`config.mk`:
```
export PLATFORM = sky130hd
export DESIGN_NAME = traffic_light_fsm_flat
export DESIGN_NICKNAME = d
export VERILOG_FILES = /design/src/rtl/traffic_pkg.sv /design/src/rtl/traffic_light_fsm_if.sv /design/src/rtl/interval_timer.sv /design/src/rtl/traffic_light_fsm.sv /design/src/flat_wrapper.sv
export SDC_FILE = /design/constraint.sdc
export NUM_CORES = 1
export LEC_CHECK = 0
export BUFFER_PORTS_ARGS = -buffer_cell sky130_fd_sc_hd__buf_4
export CORE_UTILIZATION = 45
export DETAILED_ROUTE_END_ITERATION = 12
export PLACE_DENSITY = 0.65
export SYNTH_ARGS = -nofsm -noshare
export SYNTH_HDL_FRONTEND = slang
export SYNTH_SLANG_ARGS = --single-unit
```
`constraint.sdc`:
```
create_clock -name clk -period 3.1 [get_ports clk]
set_clock_uncertainty 0.2 [all_clocks]
set_input_delay 0.31 -clock clk [delete_from_list [all_inputs] [get_ports clk]]
set_output_delay 0.31 -clock clk [all_outputs]
set_load 0.03 [all_outputs]
```
`src/rtl/traffic_pkg.sv`:
```
// Shared definitions for the traffic light controller: controller states,
// per-street light encodings, default interval durations and the timer width.
// The optional programmable-timing feature is enabled by defining PROG_TIMING_EN.
package traffic_pkg;

   typedef enum logic [2:0] {
      MG1    = 3'd0,
      MG2    = 3'd1,
      MG_EXT = 3'd2,
      MY     = 3'd3,
      WALK   = 3'd4,
      SG     = 3'd5,
      SG_EXT = 3'd6,
      SY     = 3'd7
   } state_t;

   localparam logic [2:0] RED = 3'b100;
   localparam logic [2:0] YEL = 3'b010;
   localparam logic [2:0] GRN = 3'b001;

   localparam int DEF_T_BASE = 6;
   localparam int DEF_T_EXT  = 3;
   localparam int DEF_T_YEL  = 2;
   localparam int DEF_CNT_W  = 4;

   // Main street shows green through all main-green phases, yellow in MY,
   // and red whenever the side street or pedestrians own the crossing.
   function automatic logic [2:0] main_lights(input state_t s);
      case (s)
         MG1, MG2, MG_EXT: return GRN;
         MY:               return YEL;
         default:          return RED;
      endcase
   endfunction

   // Side street is green only in its own green phases, yellow in SY.
   function automatic logic [2:0] side_lights(input state_t s);
      case (s)
         SG, SG_EXT: return GRN;
         SY:         return YEL;
         default:    return RED;
      endcase
   endfunction

endpackage

```
`src/rtl/traffic_light_fsm_if.sv`:
```
// Signal bundle between the traffic light controller and its surroundings
// (clock divider tick, sensor, walk register and the lamp drivers).
// Programming signals exist only when PROG_TIMING_EN is defined.
interface traffic_light_fsm_if;

   logic       one_hz_enable;
   logic       sensor_sync;
   logic       wr;
   logic       wr_reset;
   logic [2:0] lights_main;
   logic [2:0] lights_side;
   logic       walk_lamp;
`ifdef PROG_TIMING_EN
   logic       prog_sync;
   logic [1:0] time_param_selector;
   logic [3:0] time_value;
`endif

   modport master (
      output one_hz_enable,
      output sensor_sync,
      output wr,
`ifdef PROG_TIMING_EN
      output prog_sync,
      output time_param_selector,
      output time_value,
`endif
      input  wr_reset,
      input  lights_main,
      input  lights_side,
      input  walk_lamp
   );

   modport slave (
      input  one_hz_enable,
      input  sensor_sync,
      input  wr,
`ifdef PROG_TIMING_EN
      input  prog_sync,
      input  time_param_selector,
      input  time_value,
`endif
      output wr_reset,
      output lights_main,
      output lights_side,
      output walk_lamp
   );

endinterface

```
`src/rtl/interval_timer.sv`:
```
// Down-counting interval timer. The controller loads the new state's
// duration on every state entry; the count steps down once per 1 Hz tick
// and "expired" flags the tick on which the final second is consumed.
module interval_timer #(
   parameter int CNT_W       = 4,
   parameter int RESET_VALUE = 6
) (
   input  logic             clk,
   input  logic             rst,
   input  logic             tick,
   input  logic             load,
   input  logic [CNT_W-1:0] load_value,
   output logic             expired
);

   logic [CNT_W-1:0] count;

   // Load has priority so a state entry always starts a fresh interval;
   // the count never goes below one because expiry triggers a reload.
   always_ff @(posedge clk or posedge rst) begin
      if (rst) begin
         count <= CNT_W'(RESET_VALUE);
      end else if (load) begin
         count <= load_value;
      end else if (tick && (count > CNT_W'(1))) begin
         count <= count - CNT_W'(1);
      end
   end

   assign expired = tick && (count == CNT_W'(1));

endmodule

```
`src/rtl/traffic_light_fsm.sv`:
```
// Main traffic light controller: sequences main/side street lights and the
// walk lamp, consumes the latched walk request and pulses wr_reset on entry
// to the walk interval. Defining PROG_TIMING_EN adds run-time programmable
// durations; otherwise the durations are the fixed parameters.
module traffic_light_fsm
   import traffic_pkg::*;
#(
   parameter int T_BASE = DEF_T_BASE,
   parameter int T_EXT  = DEF_T_EXT,
   parameter int T_YEL  = DEF_T_YEL,
   parameter int CNT_W  = DEF_CNT_W
) (
   input logic                clk,
   input logic                rst,
   traffic_light_fsm_if.slave bus
);

   state_t           state;
   state_t           next_state;
   logic [CNT_W-1:0] dur_base_next;
   logic [CNT_W-1:0] dur_ext_next;
   logic [CNT_W-1:0] dur_yel_next;
   logic             prog_force;
   logic             timer_load;
   logic [CNT_W-1:0] timer_load_value;
   logic             timer_expired;
   logic [2:0]       lights_main_q;
   logic [2:0]       lights_side_q;
   logic             walk_lamp_q;
   logic             wr_reset_q;

`ifdef PROG_TIMING_EN
   logic [CNT_W-1:0] dur_base;
   logic [CNT_W-1:0] dur_ext;
   logic [CNT_W-1:0] dur_yel;
   logic [CNT_W-1:0] prog_value;

   assign prog_value = (bus.time_value == 4'd0) ? CNT_W'(1) : CNT_W'(bus.time_value);
   assign prog_force = bus.prog_sync;

   // Value each duration register holds after this edge, so a counter
   // reload in the same cycle already sees the freshly programmed duration.
   always_comb begin
      dur_base_next = dur_base;
      dur_ext_next  = dur_ext;
      dur_yel_next  = dur_yel;
      if (bus.prog_sync) begin
         case (bus.time_param_selector)
            2'b00:   dur_base_next = prog_value;
            2'b01:   dur_ext_next  = prog_value;
            2'b10:   dur_yel_next  = prog_value;
            default: ;
         endcase
      end
   end

   // Programmable duration registers, restored to the build defaults on reset.
   always_ff @(posedge clk or posedge rst) begin
      if (rst) begin
         dur_base <= CNT_W'(T_BASE);
         dur_ext  <= CNT_W'(T_EXT);
         dur_yel  <= CNT_W'(T_YEL);
      end else begin
         dur_base <= dur_base_next;
         dur_ext  <= dur_ext_next;
         dur_yel  <= dur_yel_next;
      end
   end
`else
   assign dur_base_next = CNT_W'(T_BASE);
   assign dur_ext_next  = CNT_W'(T_EXT);
   assign dur_yel_next  = CNT_W'(T_YEL);
   assign prog_force    = 1'b0;
`endif

   interval_timer #(
      .CNT_W       (CNT_W),
      .RESET_VALUE (T_BASE)
   ) u_timer (
      .clk        (clk),
      .rst        (rst),
      .tick       (bus.one_hz_enable),
      .load       (timer_load),
      .load_value (timer_load_value),
      .expired    (timer_expired)
   );

   // Next-state decision: sensor and walk request only matter on the exit
   // edge of the deciding state; every transition reloads the timer.
   always_comb begin
      next_state       = state;
      timer_load       = 1'b0;
      timer_load_value = dur_base_next;
      if (prog_force) begin
         next_state = MG1;
         timer_load = 1'b1;
      end else if (timer_expired) begin
         timer_load = 1'b1;
         case (state)
            MG1:     next_state = bus.sensor_sync ? MG_EXT : MG2;
            MG2:     next_state = MY;
            MG_EXT:  next_state = MY;
            MY:      next_state = bus.wr ? WALK : SG;
            WALK:    next_state = SG;
            SG:      next_state = bus.sensor_sync ? SG_EXT : SY;
            SG_EXT:  next_state = SY;
            SY:      next_state = MG1;
            default: next_state = MG1;
         endcase
         case (next_state)
            MG_EXT, WALK, SG_EXT: timer_load_value = dur_ext_next;
            MY, SY:               timer_load_value = dur_yel_next;
            default:              timer_load_value = dur_base_next;
         endcase
      end
   end

   // State register.
   always_ff @(posedge clk or posedge rst) begin
      if (rst) begin
         state <= MG1;
      end else begin
         state <= next_state;
      end
   end

   // Lamp outputs are registered from the upcoming state so they change on
   // the same edge as the state, with no input-to-output combinational path;
   // wr_reset fires only on the edge that enters WALK.
   always_ff @(posedge clk or posedge rst) begin
      if (rst) begin
         lights_main_q <= GRN;
         lights_side_q <= RED;
         walk_lamp_q   <= 1'b0;
         wr_reset_q    <= 1'b0;
      end else begin
         lights_main_q <= main_lights(next_state);
         lights_side_q <= side_lights(next_state);
         walk_lamp_q   <= (next_state == WALK);
         wr_reset_q    <= (next_state == WALK) && (state != WALK);
      end
   end

   assign bus.lights_main = lights_main_q;
   assign bus.lights_side = lights_side_q;
   assign bus.walk_lamp   = walk_lamp_q;
   assign bus.wr_reset    = wr_reset_q;

endmodule

```
`src/flat_wrapper.sv`:
```
// flat-port wrapper written by rule: the top's interface ports become plain ports
module traffic_light_fsm_flat import traffic_pkg::*;
#(
   parameter int T_BASE = DEF_T_BASE,
   parameter int T_EXT  = DEF_T_EXT,
   parameter int T_YEL  = DEF_T_YEL,
   parameter int CNT_W  = DEF_CNT_W
)
  (clk, rst, bus_one_hz_enable, bus_sensor_sync, bus_wr, bus_wr_reset, bus_lights_main, bus_lights_side, bus_walk_lamp);
  traffic_light_fsm_if bus_i ();
  input logic clk;
  input logic rst;
  input wire logic [$bits(bus_i.one_hz_enable)-1:0] bus_one_hz_enable;
  input wire logic [$bits(bus_i.sensor_sync)-1:0] bus_sensor_sync;
  input wire logic [$bits(bus_i.wr)-1:0] bus_wr;
  output wire logic [$bits(bus_i.wr_reset)-1:0] bus_wr_reset;
  output wire logic [$bits(bus_i.lights_main)-1:0] bus_lights_main;
  output wire logic [$bits(bus_i.lights_side)-1:0] bus_lights_side;
  output wire logic [$bits(bus_i.walk_lamp)-1:0] bus_walk_lamp;
  assign bus_i.one_hz_enable = bus_one_hz_enable;
  assign bus_i.sensor_sync = bus_sensor_sync;
  assign bus_i.wr = bus_wr;
  assign bus_wr_reset = bus_i.wr_reset;
  assign bus_lights_main = bus_i.lights_main;
  assign bus_lights_side = bus_i.lights_side;
  assign bus_walk_lamp = bus_i.walk_lamp;
  traffic_light_fsm #(.T_BASE(T_BASE), .T_EXT(T_EXT), .T_YEL(T_YEL), .CNT_W(CNT_W)) u_core (.clk(clk), .rst(rst), .bus(bus_i));
endmodule
```
==> out/qor.csv, run 1 <==
stage,metric,value,unit
drt,router iterations before antenna repair,5,
timing,setup_tns,0,ps
power,switching part of the total,45.4,%
worst_setup_path,endpoint class of the critical path,flip-flop,
die,DIE AREA,0.00210,mm2
worst_setup_path,Worst Path Arrival,2220,ps
drt,vias per cell,5.52,
die,Die X-Extent,45.8,um
timing,"Setup violations, final",0,
clock_tree,"Hold-fix buffers, CTS",1,
worst_setup_path,Worst setup endpoint,u_core.bus.lights_side[0],
logic_synthesis,"EDFF count, synth",0,
worst_setup_path,R2R depth,7,
run,max-cap violations,0,
power,VDD IR max,0.502,mV
placement,HPWL Detailed,1.27,mm
placement,routability cong.,0.830,
logic_synthesis,Synth Cell Area,863,um2
drt,"wirelength, routed",1.74,mm
worst_setup_path,WS Path Type,reg2reg,
logic_synthesis,share of the synthesized area in the top cell type,31.9,%
grt,GRT Util Overall,18.9,%
timing,hold slack,134,ps
clock_tree,CTS Sinks,15,
power,Psw,0.496,mW
worst_setup_path,worst reg2reg endpoint,u_core.bus.lights_side[0],
status,status,completed,
die,Die Y,45.8,um
final_layout,Layout fillers,170,
final_layout,post-route cell area,0.00100,mm2
clock_tree,CTS tree,yes,
final_layout,fraction of layout cells with a size suffix above 1,25.7,%
logic_synthesis,synthesized net count,97,
clock_tree,# H-tree levels,1,
drt,post-route antenna net violation count,0,
worst_setup_path,Critical path origin,u_core.state[1],
worst_setup_path,worst reg2reg setup slack,860,ps
clock_tree,Resized Gates After CTS,0,
grt,largest net degree at the start of global routing,16,
power,Cell Int Power,0.597,mW
logic_synthesis,fraction of registers with async set/reset,100,%
power,clock network power share,10.5,%
worst_setup_path,crit-path max FO,6,
clock_tree,Root Driver,clkbuf_4,
timing,max-slew violations,0,
placement,placed cell areas,966,um2
die,core box area,0.00176,mm2
power,PD cells,1090,mW/mm2
placement,Port Buf Inserts,12,
final_layout,antenna diode count,0,
placement,"worst slack, placed",919,ps
min_path,HP Class,in2reg,
timing,RSZ-0062 raised after global routing,false,
worst_setup_path,Worst Path Required,3080,ps
timing,post-layout min period,2240,ps
logic_synthesis,Synth Flop Type,dfrtp_1,
clock_tree,CTS Buf Count,3,
final_layout,Nets,113,
die,row count,15,
clock_tree,Bufs on Longest Clock Path,2,
grt,antenna violations before repair,0,
logic_synthesis,synth top area cells,"dfrtp_1 32%, dfstp_2 12%, ha_1 8.7%, nand2_1 4.3%, nor2b_1 4.3%",
clock_tree,clk slew on worst S/H paths,90,ps
worst_setup_path,Critical R2R Launch,u_core.state[1],
logic_synthesis,YS warnings,0,
logic_synthesis,top-count cell post-synth,dfrtp_1,
logic_synthesis,most frequent cells after synthesis,"11 x dfrtp_1, 10 x nand2_1, 8 x inv_1, 6 x ha_1, 6 x nor2b_1",
grt,grt ovf,0,
timing,Max-slew headroom,53.8,%
timing,crit share post-route,72.1,%
drt,WL per Instance,13.8,um
logic_synthesis,synthesized instance count,86,
timing,Final WS setup,863,ps
final_layout,Area Overhead vs Synth,16.1,%
power,Power Total,1.09,mW
die,Boundary Pins,13,
logic_synthesis,Seq cells post-synth,15,
power,combinational power share,56.0,%
die,initial core utilization,48.9,%
timing,"Hold Vio Cnt, Final",0,
power,Leak,0.477,nW
logic_synthesis,post-synth cell types,36,
clock_tree,Clock Latency Late Sink,290,ps
logic_synthesis,syn_area_per_cell,10.0,um2
logic_synthesis,post-synth top area cell,dfrtp_1,
timing,FMAX,447,MHz
power,sequential fraction of design power,33.6,%
logic_synthesis,sequential share of the synthesized area,44.1,%
worst_setup_path,Startpoint Class,flip-flop,
drt,drc violations,0,
drt,Initial DRC Count,16,
drt,total number of vias,695,
grt,vias in the first global route,606,
clock_tree,"Setup Fix Bufs, Post-CTS",0,
grt,first-pass GRT wire length,2.75,mm
timing,Slew @ Worst Pin,684,ps
## final cells by class
| cell class | instances | area (um2) | area share, % |
|---|---|---|---|
| multi-input combinational | 61 | 434 | 43.3 |
| tap | 25 | 31.3 | 3.12 |
| clock buffer | 4 | 26.3 | 2.62 |
| sequential | 15 | 380 | 38.0 |
| inverter | 8 | 30.0 | 3.00 |
| timing repair buffer | 13 | 100 | 9.99 |
## power by group through the flow
stage	clock network (mW)	registers (mW)	logic [mW]
after floorplan	0	0.430	0.405
after global placement	0	0.367	0.597
after detailed placement	0	0.371	0.605
after CTS	0.118	0.367	0.611
after global routing	0.124	0.380	0.672
final	0.114	0.367	0.612
## critical path, stage by stage (launching register included)
cell and delay (ps):
dfrtp_1 410, inv_1 80, ha_1 280, nor2_4 190
nand3_1 190, a31o_1 290, a311o_1 310, and3_1 190
## cell usage in the layout (no fill, tap or decap), types with 2 or more instances in the layout
cell type,Yosys,routed
a21oi_1,5,5
a31oi_1,2,2
buf_4,1,12
clkbuf_4,0,3
dfrtp_1,11,11
dfstp_2,4,4
ha_1,6,6
inv_1,8,8
nand2_1,10,10
nand3_1,3,3
nor2_1,3,3
nor2b_1,6,6
o211ai_1,2,2
o21ai_0,2,2
## through the flow
step | std cells | utilization [%]
finish | 126 | 56.8
global route | 126 | 56.8
CTS | 126 | 56.8
detailed placement | 121 | 54.8
global placement | 121 | 54.8
floorplan | 86 | -
## sequential cells by signal, indices dropped and copies added (netlist names)
register and flops:
u_core.bus.wr_reset 1, u_core.bus.lights_side 3, u_core.state 3, u_core.u_timer.count 4
u_core.bus.lights_main 3, u_core.bus.walk_lamp 1
## kinds of logic (layout without fill, tap and decap cells)
group	count (synthesis)	in the layout	share of synthesized area, %
AOI/OAI and AO/OA	22	22	18.4
adders and majority gates	6	6	8.70
buffers and inverters	10	25	5.65
DFF	15	15	44.1
muxes	1	1	1.16
and+or+nand+nor	32	32	22.0
## how the worst min path moves through the flow
stage,start,endpoint,slack (ps),cells after the start
6_report,bus_one_hz_enable,u_core.u_timer.count[2],130,4
5_1_grt,bus_one_hz_enable,u_core.u_timer.count[2],180,3
4_1_cts,bus_one_hz_enable,u_core.u_timer.count[2],130,4
3_5_place_dp,rst,u_core.u_timer.count[3],210,2
3_3_place_gp,rst,u_core.u_timer.count[0],200,2
2_1_floorplan,rst,u_core.bus.lights_main[1],9,1
## metal layers
layer	vias up	global-route usage, %	share of wire (%)
li1	334	-	-
met2	21	29.1	45
met3	9	2.38	4.3
met4	0	8.82	3.4
met1	331	26.1	48
met5	-	0	0
Power figures use the tool's default switching activity.
==> run 2, diff against run 1 <==
--- a/config.mk
+++ b/config.mk
@@ -5,10 +5,11 @@
 export SDC_FILE = /design/constraint.sdc
 export NUM_CORES = 1
 export LEC_CHECK = 0
+export ABC_AREA = 1
 export BUFFER_PORTS_ARGS = -buffer_cell sky130_fd_sc_hd__buf_4
 export CORE_UTILIZATION = 45
 export DETAILED_ROUTE_END_ITERATION = 12
-export PLACE_DENSITY = 0.65
+export PLACE_DENSITY = 0.68
 export SYNTH_ARGS = -nofsm -noshare
 export SYNTH_HDL_FRONTEND = slang
 export SYNTH_SLANG_ARGS = --single-unit
==> constraint.sdc (replaced) <==
create_clock -name clk -period 1.95 [get_ports clk]
set_clock_uncertainty 0.2 [all_clocks]
set_input_delay 0.195 -clock clk [delete_from_list [all_inputs] [get_ports clk]]
set_output_delay 0.195 -clock clk [all_outputs]
set_load 0.03 [all_outputs]
==> run 2 against run 1 <==
Combinational power down 97%. First-iteration DRC count down 75%. Highest routed layer unchanged. Area after synthesis up 7.7%. Largest cell class unchanged. Synthesized cell count up 31%. Largest power group is now registers.
==> out/qor.csv, run 2 <==
stage,metric,value,unit,change
final_layout,fin cells,159,,+26%
die,Die X-Extent,47.5,um,+3.6%
final_layout,most frequent cells in the layout,"20 x inv_1, 18 x nand2_1, 17 x nor2_1",,
min_path,hold path endpoint,u_core.u_timer.count[2],,
final_layout,Layout fillers,188,,+11%
clock_tree,clk slew on worst S/H paths,90,ps,about the same
worst_setup_path,R2R depth,8,,+1
power,Leak,0.558,nW,+17%
run,max-cap violations,0,,unchanged
final_layout,post-route cell area,0.00113,mm2,+13%
min_path,HP Start,bus_one_hz_enable,,
logic_synthesis,top-count cell post-synth,inv_1,,
grt,vias in the first global route,720,,+19%
drt,post-route antenna net violation count,0,,unchanged
logic_synthesis,post-synth cell types,22,,-39%
grt,GRT Util Overall,17.6,%,-1.3 points
grt,largest net degree at the start of global routing,16,,unchanged
logic_synthesis,Seq cells post-synth,15,,unchanged
worst_setup_path,WS Path Type,reg2reg,,
placement,placed cell areas,0.00106,mm2,+9.8%
grt,first-pass GRT wire length,2.75,mm,+0.25%
timing,crit share post-route,94.4,%,+22 points
worst_setup_path,Critical R2R Launch,u_core.u_timer.count[1],,
status,status,completed,,
clock_tree,Root Driver,clkbuf_4,,
die,initial core utilization,47.9,%,-1.1 points
logic_synthesis,most frequent cells after synthesis,"20 x inv_1, 18 x nand2_1, 18 x nor2_1, 11 x dfrtp_1, 8 x nand3_1",,
logic_synthesis,"EDFF count, synth",0,,unchanged
final_layout,sequential cell area,382,um2,+0.33%
drt,drc violations,0,,unchanged
final_layout,Nets,144,,+27%
min_path,HP Class,in2reg,,
placement,routability cong.,0.813,,-2.0%
final_layout,antenna diode count,0,,unchanged
placement,placed cells,153,,+26%
final_layout,Largest Register,u_core.u_timer.count,,
final_layout,fraction of layout cells with a size suffix above 1,35.6,%,+9.9 points
worst_setup_path,Startpoint Class,flip-flop,,
final_layout,"most common cell after layout, fill and taps aside",inv_1,,
timing,Max-slew headroom,63.4,%,+9.6 points
logic_synthesis,Synth Cell Area,930,um2,+7.7%
drt,Initial DRC Count,4,,-12
clock_tree,# H-tree levels,1,,unchanged
worst_setup_path,Worst Path Arrival,1820,ps,-400 ps
worst_setup_path,worst reg2reg endpoint,u_core.bus.lights_side[0],,
timing,post-layout min period,1840,ps,-396 ps
die,Die Y,47.5,um,+3.6%
timing,hold slack,74.1,ps,-60.0 ps
placement,Port Buf Inserts,12,,unchanged
logic_synthesis,sequential share of the synthesized area,40.9,%,-3.1 points
drt,total number of vias,765,,+10%
die,row count,16,,+1
clock_tree,CTS Sinks,15,,unchanged
logic_synthesis,share of the synthesized area in the top cell type,29.6,%,-2.3 points
placement,"worst slack, placed",118,ps,-801 ps
timing,Final WS setup,109,ps,-754 ps
logic_synthesis,syn_area_per_cell,8.23,um2,-18%
logic_synthesis,synth top area cells,"dfrtp_1 30%, dfstp_2 11%, ha_1 8.1%, inv_1 8.1%, nand2_1 7.3%",,
placement,HPWL Detailed,1.41,mm,+11%
grt,grt ovf,0,,unchanged
drt,router iterations before antenna repair,4,,-1
final_layout,max reg flops,4,,unchanged
timing,"Setup violations, final",0,,unchanged
final_layout,Final Util,58.3,%,+1.5 points
drt,vias per cell,4.81,,-13%
grt,antenna violations before repair,0,,unchanged
timing,max-slew violations,0,,unchanged
clock_tree,CTS Buf Count,3,,unchanged
clock_tree,Clock Latency Late Sink,280,ps,about the same
logic_synthesis,YS warnings,0,,unchanged
die,core box area,0.00194,mm2,+10%
timing,Slew @ Worst Pin,548,ps,-136 ps
logic_synthesis,Synth Flop Type,dfrtp_1,,
power,VDD IR max,0.414,mV,-17%
timing,FMAX,543,MHz,+22%
worst_setup_path,worst reg2reg setup slack,110,ps,-750 ps
die,Boundary Pins,13,,unchanged
clock_tree,CTS tree,yes,,
min_path,Min-Delay Path Depth,4,,unchanged
logic_synthesis,post-synth top area cell,dfrtp_1,,
final_layout,multi-input combinational cell area,483,um2,+11%
die,DIE AREA,0.00225,mm2,+7.3%
power,PD cells,449,mW/mm2,-59%
worst_setup_path,endpoint class of the critical path,flip-flop,,
drt,WL per Instance,11.1,um,-20%
worst_setup_path,crit-path max FO,7,,+1
final_layout,Area Overhead vs Synth,21.8,%,
timing,"Hold Vio Cnt, Final",0,,unchanged
logic_synthesis,synthesized instance count,113,,+31%
logic_synthesis,fraction of registers with async set/reset,100,%,unchanged
worst_setup_path,Worst Path Required,1930,ps,-1150 ps
clock_tree,Bufs on Longest Clock Path,2,,unchanged
logic_synthesis,synthesized net count,124,,+28%
drt,"wirelength, routed",1.77,mm,+1.5%
-- run 2: changes by cell type after synthesis, sizes merged, moves of 2 or more --
| cell | before | now |
|---|---|---|
| nand2 | 10 | 26 |
| nor2 | 4 | 20 |
| a21oi | 6 | 4 |
| nor2b | 6 | 0 |
| o211ai | 2 | 0 |
| a21o | 2 | 0 |
| nand3 | 3 | 13 |
| nand4 | 0 | 2 |
| inv | 8 | 23 |
| buf | 2 | 0 |
| a31oi | 3 | 1 |
-- run 2: cell type report --
| class | count | area share, % |
|---|---|---|
| timing repair buffer | 15 | 10.2 |
| tap | 27 | 2.98 |
| inverter | 23 | 7.85 |
| sequential | 15 | 33.7 |
| clock buffer | 3 | 1.99 |
| multi-input combinational | 75 | 42.7 |
| clock inverter | 1 | 0.663 |
-- run 2: stage by stage --
step                      setup TNS, ps  total power, mW
after global placement                0            0.333
final                                 0            0.508
after global routing              -40.4            0.532
after detailed placement              0            0.334
after CTS                             0            0.519
after floorplan                       0            0.324
-- run 2: worst max path at each step --
| stage | endpoint | from | slack, ps |
|---|---|---|---|
| after detailed placement | u_core.bus.lights_side[0] | u_core.state[1] | 120 |
| after floorplan | u_core.bus.lights_side[0] | u_core.u_timer.count[1] | 220 |
| after CTS | u_core.bus.lights_side[0] | u_core.state[1] | 100 |
| after global placement | u_core.bus.lights_side[0] | u_core.u_timer.count[1] | 120 |
| final | u_core.bus.lights_side[0] | u_core.u_timer.count[1] | 110 |
| after global routing | u_core.bus.wr_reset | u_core.state[1] | -20 |
-- run 2: critical path: stages, from the launching register on --
cell	delay [ps]
dfstp_2	530
inv_1	60
ha_1	230
nand4_4	110
inv_1	130
o21ai_2	220
inv_2	110
nand3_1	90
nand2_1	60
-- run 2: power breakdown --
| part | internal, mW | switching [mW] |
|---|---|---|
| Sequential | 0.311 | 0 |
| Clock | 0.0779 | 0.102 |
| Combinational | 0.00754 | 0.0101 |
-- run 2: cells by family after synthesis --
group | synth area share, %
buffers and inverters | 9.56
flip-flops | 40.9
AO/OA/AOI/OAI | 5.65
AND/OR/NAND/NOR | 35.8
adder cells (fa/ha/maj) | 8.08
-- run 2: per-layer routing --
metal | part of all wire, % | vias up | track usage, % | wire length (um)
met2 | 59 | 6 | 34.5 | 1040
met4 | 0.40 | 0 | 4.00 | 7
met1 | 39 | 368 | 18.4 | 683
met3 | 2.3 | 2 | 4.53 | 40
met5 | 0 | - | 0 | 0
li1 | - | 389 | - | -
-- run 2: timing repair --
item                                   in CTS  in global routing
hold buffers                                1                  0
setup endpoints to repair                   0                  9
endpoints found under the hold margin      11                  0
resized for setup                           0                  5
buffers inserted                            0                  1
==> run 3, diff against run 2 <==
--- a/config.mk
+++ b/config.mk
@@ -5,7 +5,6 @@
 export SDC_FILE = /design/constraint.sdc
 export NUM_CORES = 1
 export LEC_CHECK = 0
-export ABC_AREA = 1
 export BUFFER_PORTS_ARGS = -buffer_cell sky130_fd_sc_hd__buf_4
 export CORE_UTILIZATION = 45
 export DETAILED_ROUTE_END_ITERATION = 12
==> run 3 against run 2 <==
The run now ends with setup timing left. Cell count down 7.5%. Global-route usage up 6.8 points. Critical path type unchanged. Setup slack worse by 220 ps. Non-clock buffer count up 19. Sequential share of layout area down 4.4 points. Clock-buffer cell count unchanged. Die area down 6.8%. First-iteration DRC count rose to 2.8 times the previous value.
==> out/qor.csv, run 3 (synthesized netlist as in run 1, its figures left out) <==
stage,metric,value,unit,change
clock_tree,CTS tree,yes,,
timing,crit share post-route,106,%,+11 points
timing,"Hold Vio Cnt, Final",0,,unchanged
clock_tree,CTS Sinks,15,,unchanged
drt,"wirelength, routed",2.25,mm,+27%
worst_setup_path,endpoint class of the critical path,flip-flop,,
die,Boundary Pins,13,,unchanged
placement,routability cong.,0.832,,+2.3%
timing,post-layout min period,2060,ps,+218 ps
worst_setup_path,Critical path origin,u_core.state[0],,
final_layout,multi-input combinational cell area,568,um2,+18%
drt,router iterations before antenna repair,4,,unchanged
placement,"worst slack, placed",-138,ps,-256 ps
min_path,HP Start,bus_one_hz_enable,,
grt,largest net degree at the start of global routing,16,,unchanged
grt,vias in the first global route,830,,+15%
grt,grt ovf,0,,unchanged
final_layout,fin cells,147,,-7.5%
die,Die X-Extent,45.8,um,-3.5%
timing,Final WS setup,-109,ps,-218 ps
clock_tree,Root Driver,clkbuf_4,,
timing,FMAX,486,MHz,-11%
worst_setup_path,slowest CP cell,dfrtp_2,,
drt,Initial DRC Count,11,,+7
grt,first-pass GRT wire length,3.58,mm,+30%
timing,max-slew violations,0,,unchanged
drt,total number of vias,779,,+1.8%
final_layout,fraction of layout cells with a size suffix above 1,59.0,%,+23 points
placement,HPWL Detailed,1.44,mm,+1.8%
final_layout,sequential cell area,384,um2,+0.66%
worst_setup_path,CP Cell Sequence,"buf_6, ha_4, buf_4, mux2i_2, a21boi_2, o211ai_1, buf_4, nor2b_1",,
worst_setup_path,Worst Path Required,1970,ps,+40 ps
drt,post-route antenna net violation count,0,,unchanged
timing,RSZ-0062 raised after global routing,true,,
clock_tree,# H-tree levels,1,,unchanged
die,core box area,0.00176,mm2,-9.1%
clock_tree,Bufs on Longest Clock Path,2,,unchanged
grt,antenna violations before repair,0,,unchanged
die,DIE AREA,0.00210,mm2,-6.8%
final_layout,most frequent cells in the layout,"30 x buf_4, 9 x nand2_1, 8 x dfrtp_1",,
worst_setup_path,cell family with the largest share of critical-path delay,flip-flops,,
power,Power Total,2.41,mW,+370%
grt,GRT Util Overall,24.4,%,+6.8 points
final_layout,Layout fillers,127,,-32%
worst_setup_path,crit path buf inv count,3,,unchanged
clock_tree,Clock Latency Late Sink,280,ps,about the same
power,VDD IR max,0.970,mV,+130%
worst_setup_path,WS Path Type,reg2reg,,
run,max-cap violations,0,,unchanged
timing,hold slack,30.9,ps,-43.1 ps
status,violated checks,setup timing,,
worst_setup_path,Critical R2R Launch,u_core.state[0],,
timing,Slew @ Worst Pin,555,ps,+6.82 ps
worst_setup_path,critical path's largest stage delay,470,ps,-60 ps
final_layout,"most common cell after layout, fill and taps aside",buf_4,,
worst_setup_path,Worst Path Arrival,2080,ps,+260 ps
drt,WL per Instance,15.3,um,+38%
die,initial core utilization,48.9,%,+1.1 points
power,PD cells,1840,mW/mm2,+310%
placement,Port Buf Inserts,12,,unchanged
final_layout,Area Overhead vs Synth,52.0,%,
timing,Max-slew headroom,63.0,%,-0.46 points
die,Die Y,45.8,um,-3.5%
final_layout,max reg flops,4,,unchanged
worst_setup_path,CP dominant cell by count,buf_4,,
min_path,HP Class,in2reg,,
drt,drc violations,0,,unchanged
clock_tree,CTS Buf Count,3,,unchanged
worst_setup_path,crit-path max FO,4,,-3
drt,vias per cell,5.30,,+10%
worst_setup_path,Startpoint Class,flip-flop,,
final_layout,Largest Register,u_core.u_timer.count,,
final_layout,Nets,134,,-6.9%
clock_tree,clk slew on worst S/H paths,90,ps,about the same
timing,"Setup violations, final",4,,+4
status,status,"complete, but fails checks",,
power,Leak,0.584,nW,+4.7%
final_layout,antenna diode count,0,,unchanged
die,row count,15,,-1
placement,placed cells,135,,-12%
run 3: changes by cell type in the layout (fill, tap and decap cells not counted), moves of 5 or more:
cell | previous run | this run
nand2_2 | 7 | 1
nor2b_1 | 0 | 5
nand3_1 | 8 | 2
nor2_1 | 17 | 2
ha_4 | 1 | 6
inv_1 | 20 | 4
nand2_1 | 18 | 9
buf_4 | 14 | 30
ha_1 | 5 | 0
run 3: through the flow:
stage,setup TNS [ps],area (um2),utilization [%]
floorplan,-86.2,866,-
global placement,-224,1070,60.9
detailed placement,-364,1070,60.9
CTS,-186,1240,70.4
global route,-691,1310,74.4
finish,-360,1310,74.4
run 3: layout make-up:
cell class                 count  share of cell area [%]
multi-input combinational     61                    43.3
sequential                    15                    29.3
clock buffer                   3                    1.72
inverter                       8                    2.48
tap                           25                    2.38
clock inverter                 1                   0.381
timing repair buffer          34                    20.5
run 3: per-layer routing:
layer  part of all wire [%]  global-route usage (%)  vias to the layer above
met4                    1.0                    10.0                        0
met2                     53                    42.0                       19
met1                     41                    26.2                      378
met5                      0                       0                        -
met3                    4.5                    9.92                        2
li1                       -                       -                      380
run 3: repair_timing:
| action | CTS | global route |
|---|---|---|
| hold endpoints to repair | 11 | 0 |
| gates cloned | 0 | 0 |
| buffers inserted | 7 | 1 |
| pin swaps | 8 | 5 |
| gates resized for setup | 20 | 18 |
| endpoints found under the setup margin | 7 | 10 |
| hold buffers | 1 | 0 |
run 3: final timing paths:
check	to	slack (ps)	cells past startpoint
hold reg to reg	u_core.u_timer.count[2]	370	2
hold / removal	u_core.u_timer.count[2]	30	3
max in group asynchronous	u_core.state[1]	820	3
setup reg to reg	u_core.bus.walk_lamp	-110	8
min in group asynchronous	u_core.bus.lights_side[1]	340	3
setup / recovery	u_core.bus.walk_lamp	-110	8
run 3: power by group:
| part | switching [mW] | total, mW | internal (mW) |
|---|---|---|---|
| logic | 0.807 | 1.61 | 0.800 |
| registers | 0.147 | 0.627 | 0.480 |
| clock network | 0.100 | 0.176 | 0.0763 |
| total | 1.05 | 2.41 | 1.36 |
run 3: worst reg2reg max path, stage by stage (launching register included):
cell and delay (ps):
dfrtp_2 470, buf_6 140, ha_4 170, buf_4 140
mux2i_2 200, a21boi_2 250, o211ai_1 150, buf_4 180
nor2b_1 100
